===== config.mk =====
export PLATFORM = sky130hd
export DESIGN_NAME = bp_be_csr_access_arbiter
export DESIGN_NICKNAME = d
export VERILOG_FILES = /design/src/rtl/bp_be_csr_access_arbiter.sv
export SDC_FILE = /design/constraint.sdc
export NUM_CORES = 1
export LEC_CHECK = 0
export BUFFER_PORTS_ARGS = -buffer_cell sky130_fd_sc_hd__buf_2
export CORE_AREA = 2 2 147 149
export DETAILED_ROUTE_END_ITERATION = 8
export DIE_AREA = 0 0 149 151
export GPL_TIMING_DRIVEN = 0
export PLACE_DENSITY = 0.8
export SKIP_LAST_GASP = 1
export SYNTH_ARGS = -nofsm -noshare
export SYNTH_HDL_FRONTEND = slang
export SYNTH_SLANG_ARGS = --single-unit
export TNS_END_PERCENT = 10

===== constraint.sdc =====
create_clock -name clk_i -period 13.3 [get_ports clk_i]
set_input_delay 2.66 -clock clk_i [delete_from_list [all_inputs] [get_ports clk_i]]
set_output_delay 2.66 -clock clk_i [all_outputs]
set_load 0.01 [all_outputs]

===== src/rtl/bp_be_csr_access_arbiter.sv =====
// rtl/bp_be_csr_access_arbiter.sv - two-requester read-modify-write sequencer for the CSR file port
// Optional starvation guard for requester 1 when BP_BE_CSR_ARB_FAIR_EN is defined.

module bp_be_csr_access_arbiter #(
    parameter int addr_width_p = 12,
    parameter int data_width_p = 64
`ifdef BP_BE_CSR_ARB_FAIR_EN
    , parameter int starve_limit_p = 8
`endif
) (
    input  logic                          clk_i,
    input  logic                          reset_i,
    input  logic                          flush_i,
    input  logic [1:0]                    req_v_i,
    output logic [1:0]                    req_yumi_o,
    input  logic [1:0][1:0]               req_op_i,
    input  logic [1:0][addr_width_p-1:0]  req_addr_i,
    input  logic [1:0][data_width_p-1:0]  req_data_i,
    output logic                          resp_v_o,
    output logic                          resp_id_o,
    output logic [data_width_p-1:0]       resp_data_o,
    output logic                          resp_illegal_o,
    input  logic                          resp_ready_i,
    output logic                          csr_r_v_o,
    output logic                          csr_w_v_o,
    output logic [addr_width_p-1:0]       csr_addr_o,
    output logic [data_width_p-1:0]       csr_data_o,
    input  logic [data_width_p-1:0]       csr_data_i,
    input  logic                          csr_illegal_i
);

    typedef enum logic [2:0] {
        e_idle,
        e_read,
        e_capture,
        e_write,
        e_resp
    } state_e;

    state_e                    state_q;
    logic [1:0]                yumi_q;
    logic                      owner_q;
    logic [1:0]                op_q;
    logic [addr_width_p-1:0]   addr_q;
    logic [data_width_p-1:0]   data_q;
    logic [data_width_p-1:0]   old_q;
    logic [data_width_p-1:0]   wdata_q;
    logic                      illegal_q;
    logic                      r_v_q;
    logic                      w_v_q;
    logic                      resp_v_q;

    logic                      kill;
    logic                      req0_ok;
    logic                      pick1;
    logic                      grant_v;
    logic                      do_write;
    logic [data_width_p-1:0]   wdata_d;

    // A flush only ever cancels work owned by the pipe path.
    assign kill    = flush_i & ~owner_q;
    assign req0_ok = req_v_i[0] & ~flush_i;
    assign grant_v = req0_ok | req_v_i[1];

`ifdef BP_BE_CSR_ARB_FAIR_EN
    logic [3:0] starve_q;
    assign pick1 = req_v_i[1] & (~req0_ok | (int'(starve_q) >= starve_limit_p));
`else
    assign pick1 = req_v_i[1] & ~req0_ok;
`endif

    assign do_write = ~csr_illegal_i & ((op_q == 2'b01) | (op_q[1] & (data_q != '0)));

    always_comb begin
        wdata_d = data_q;
        case (op_q)
            2'b10:   wdata_d = csr_data_i | data_q;
            2'b11:   wdata_d = csr_data_i & ~data_q;
            default: wdata_d = data_q;
        endcase
    end

    always_ff @(posedge clk_i or posedge reset_i) begin
        if (reset_i) begin
            state_q   <= e_idle;
            yumi_q    <= '0;
            owner_q   <= 1'b0;
            op_q      <= '0;
            addr_q    <= '0;
            data_q    <= '0;
            old_q     <= '0;
            wdata_q   <= '0;
            illegal_q <= 1'b0;
            r_v_q     <= 1'b0;
            w_v_q     <= 1'b0;
            resp_v_q  <= 1'b0;
`ifdef BP_BE_CSR_ARB_FAIR_EN
            starve_q  <= '0;
`endif
        end else begin
            yumi_q <= '0;
            r_v_q  <= 1'b0;
            w_v_q  <= 1'b0;
            case (state_q)
                e_idle: begin
                    if (grant_v) begin
                        state_q <= e_read;
                        yumi_q  <= pick1 ? 2'b10 : 2'b01;
                        owner_q <= pick1;
                        op_q    <= req_op_i[pick1];
                        addr_q  <= req_addr_i[pick1];
                        data_q  <= req_data_i[pick1];
                        r_v_q   <= 1'b1;
                    end
`ifdef BP_BE_CSR_ARB_FAIR_EN
                    if (pick1)
                        starve_q <= '0;
                    else if (req_v_i[1] && starve_q != 4'hF)
                        starve_q <= starve_q + 4'd1;
`endif
                end
                e_read: begin
                    state_q <= kill ? e_idle : e_capture;
                end
                e_capture: begin
                    if (kill) begin
                        state_q <= e_idle;
                    end else begin
                        old_q     <= csr_data_i;
                        illegal_q <= csr_illegal_i;
                        if (do_write) begin
                            wdata_q <= wdata_d;
                            w_v_q   <= 1'b1;
                            state_q <= e_write;
                        end else begin
                            resp_v_q <= 1'b1;
                            state_q  <= e_resp;
                        end
                    end
                end
                e_write: begin
                    if (kill) begin
                        state_q <= e_idle;
                    end else begin
                        resp_v_q <= 1'b1;
                        state_q  <= e_resp;
                    end
                end
                e_resp: begin
                    if (kill || resp_ready_i) begin
                        resp_v_q <= 1'b0;
                        state_q  <= e_idle;
                    end
                end
                default: state_q <= e_idle;
            endcase
        end
    end

    // Strobe and response are masked in the flush cycle itself, not just afterwards.
    assign csr_w_v_o      = w_v_q & ~kill;
    assign resp_v_o       = resp_v_q & ~kill;
    assign req_yumi_o     = yumi_q;
    assign csr_r_v_o      = r_v_q;
    assign csr_addr_o     = addr_q;
    assign csr_data_o     = wdata_q;
    assign resp_id_o      = owner_q;
    assign resp_data_o    = old_q;
    assign resp_illegal_o = illegal_q;

endmodule


==> run summary <==
The kind of critical path is primary input to primary output. The synthesized instance count is 835, and the count of standard-cell rows is 53. The run gives 0 as the number of max-slew violations in the final report. The met3 track utilization from global routing was 0.0452; the instance count after placement with tap cells included was 1,484. Final critical-path required period: 5.79 ns. The run finished with clean final reports. STA classifies the critical path endpoint as a primary output. The top cell type by total area after synthesis was sky130_fd_sc_hd__dfrtp_1.

sky130_fd_sc_hd__dfrtp_1 is the most common cell in the netlist. The via total after detailed routing came out at 8,136. The setup slack of the worst register-to-register path is 10.81 ns.

The logs give 110 for the pin count of the biggest net entering global routing and 45,700 um for the first-pass GRT wire length. Using the TritonRoute via totals, the vias-per-cell ratio works out to 5.33. The fraction of registers with async set/reset was 1.00; the post-CTS resize count was 0. The starting DRC count in detailed routing was 402; the transition at the pin with the smallest max-transition slack was 0.972 ns. The floorplan step set the die height to 151 um. The count of different cell masters after synthesis was 30. After global routing, the most crowded layer is met2. At the worst endpoint, the arrival time is 3.13 ns.

The logs give 2 for the number of antenna violations at the first check in global routing and 1,461 for the final net count. At the end of routability-driven placement, the weighted congestion stood at 0.817. Sequential area share after synthesis: 0.558.

The final count of hold timing violations came out at 0. The critical path starts at flush_i. The analysis attributes to cell leakage a power of 6.45 nW.

The floorplan step set the die width to 149 um. Synthesis produced a netlist with a net count of 1,062. By area the synthesized netlist is led by sky130_fd_sc_hd__dfrtp_1 (56%), sky130_fd_sc_hd__mux2_2 (12%), sky130_fd_sc_hd__mux2i_1 (8.1%).

By count the netlist is led by sky130_fd_sc_hd__dfrtp_1 (216), sky130_fd_sc_hd__nand2_1 (114), sky130_fd_sc_hd__mux2_2 (102). For this run, the detailed router's first-pass iteration total came to 5. The run gives 0.341 as the met1 track utilization from global routing. The worst setup path is launched from a primary input.

TritonCTS created 23 clock buffers. The effective utilization at floorplan was 0.466. The count of nets left with antenna violations once routing finished came out at 0. The synthesized design contains 0 enable-type register cells. After the flow finishes, the layout carries non-filler instances totaling 1,526. End point of the critical path: resp_v_o. 374 I/O pins were placed. The area share of the largest cell type after synthesis is 0.558.

Leading register cell type out of synthesis: sky130_fd_sc_hd__dfrtp_1. The run gives 0 as the remaining routing DRC violations. The average instance in the mapped netlist occupies 11.6 um2.

The maximum clock frequency is 173 MHz, and the total of buffers placed on input and output ports is 373. Setup repair after global routing left no endpoint under its margin. The worst hold-check path type is flip-flop to flip-flop. The worst reg2reg path endpoint is csr_data_o[55].

For the count of synthesis-stage warnings from yosys, the log shows 0. The tree is rooted in a sky130_fd_sc_hd__clkbuf_16. The logs give 0.264 for the overall track demand over capacity in global routing and 0.0151 ns for the final setup skew.

Area inside the core boundary: 0.0208 mm2. The summed instance area of the synthesized netlist came out at 0.00969 mm2. Setup violations remaining at the end of the flow were counted as 0. The proportion of layout cells with a drive suffix above 1 is 0.447. TritonCTS built the clock tree.

The logs give 0 for the number of maximum-capacitance violations and 0.457 for the met2 track demand over resource in global routing. For the final routed database, the setup TNS stands at 0 ns. For the level count of the clock H-tree, the log shows 1. The average detailed-routed wire length per instance is 19.6 um, and the total congestion overflow after global routing is 0. Compared with the post-synthesis result, the final layout area differs by 31.0%. Along the worst path, the maximum fanout reaches 4. The worst register-to-register path begins at data_q[27]. The worst-case headroom to the max-slew limit is 0.352. The tools report the clock network latency to the later pin of the worst-skew pair as 0.51 ns. The final layout contains routed wiring with a total length of 29,900 um. The full die area is 0.0225 mm2, and the depth of the worst register-to-register path is 7. In this run, post-CTS hold repair placed 0 buffers. Number of sinks on the clock net: 216. After clock tree synthesis, the clock-pin slew on the worst setup and hold paths is 0.06 ns. The number of post-CTS setup repair buffers was 0. The maximum root-to-sink buffer count was 3; the detailed placement HPWL was 22,800 um. Dividing total power by cell area gives a power density of 241 mW/mm2. At the worst endpoint, the required time is 10.64 ns. The part of the cycle the worst path needs works out to 0.435.

The via count of the first global-routing pass is 8,315, and the peak supply drop is 0.000134 V. The synthesized design contains 216 register bits.
## worst max-delay path: stages
cell,delay (ns)
sky130_fd_sc_hd__buf_2,0.11
sky130_fd_sc_hd__nand2b_1,0.07
sky130_fd_sc_hd__and2_1,0.15
sky130_fd_sc_hd__buf_2,0.13
## state kept, by name, indices dropped and copies added, names as in the netlist, 2 cells and up
signal / cells
data_q: 64
csr_addr_o: 12
op_q: 2
csr_data_o: 64
state_q: 3
resp_data_o: 64
req_yumi_o: 2
## kinds of logic after synthesis
| family | Yosys count | share of synthesized area |
|---|---|---|
| mux | 207 | 0.241 |
| flops | 216 | 0.558 |
| simple gates | 158 | 0.0712 |
| compound gates | 199 | 0.104 |
| buf+inv | 55 | 0.0262 |
## worst min path at each step
stage | start | end | slack [ns] | cells after the start
2_1_floorplan | op_q[0] | op_q[0] | 0.49 | 2
3_3_place_gp | csr_addr_o[4] | csr_addr_o[4] | 0.46 | 2
3_5_place_dp | csr_addr_o[9] | csr_addr_o[9] | 0.47 | 2
4_1_cts | csr_addr_o[9] | csr_addr_o[9] | 0.48 | 2
5_1_grt | csr_addr_o[9] | csr_addr_o[9] | 0.51 | 2
6_report | csr_addr_o[9] | csr_addr_o[9] | 0.48 | 2
## routing by layer
layer,share of wire,up-vias
met1,0.41,3993
met4,0.031,0
met3,0.059,64
li1,-,3771
met5,0,-
met2,0.50,308
## final cells by class
| type | count | area (um2) |
|---|---|---|
| fill | 1668 | 8120 |
| buffer | 53 | 246 |
| clock buffer | 32 | 629 |
| inverter | 2 | 15.0 |
| tap | 275 | 344 |
| timing repair buffer | 374 | 1890 |
| multi-input combinational | 564 | 4040 |
| antenna | 2 | 5.00 |
| clock inverter | 8 | 128 |
| sequential | 216 | 5410 |
## power breakdown
part,switching [mW],leakage [nW],internal (mW),total (mW)
clock,0.263,0.361,0.389,0.652
combinational,0.649,3.43,0.540,1.19
sequential,0.236,2.66,0.982,1.22
## cells in the final DEF (no fill, tap or decap), drive strengths merged, types with 3 or more instances in the layout
cell	instances
buf	403
dfrtp	216
mux2	129
nand2	114
a21oi	99
o21ai	95
mux2i	78
clkbuf	56
nor4	14
nor2	6
nor3	5
nand2b	4
and2	4
nand4	3
bufinv	3
inv	3
## per-stage QoR
step | power (mW) | worst slack, ns | utilization | area, um2 | hold slack, ns
floorplan | 1.89 | 4.73 | - | 9690 | 0.487
global placement | 2.36 | 2.42 | 0.572 | 11900 | 0.458
detailed placement | 2.42 | 7.52 | 0.573 | 11900 | 0.468
CTS | 3.08 | 7.51 | 0.610 | 12700 | 0.481
global route | 3.26 | 7.47 | 0.610 | 12700 | 0.510
finish | 3.06 | 7.51 | 0.610 | 12700 | 0.475
(Power assumes the default switching activity.)
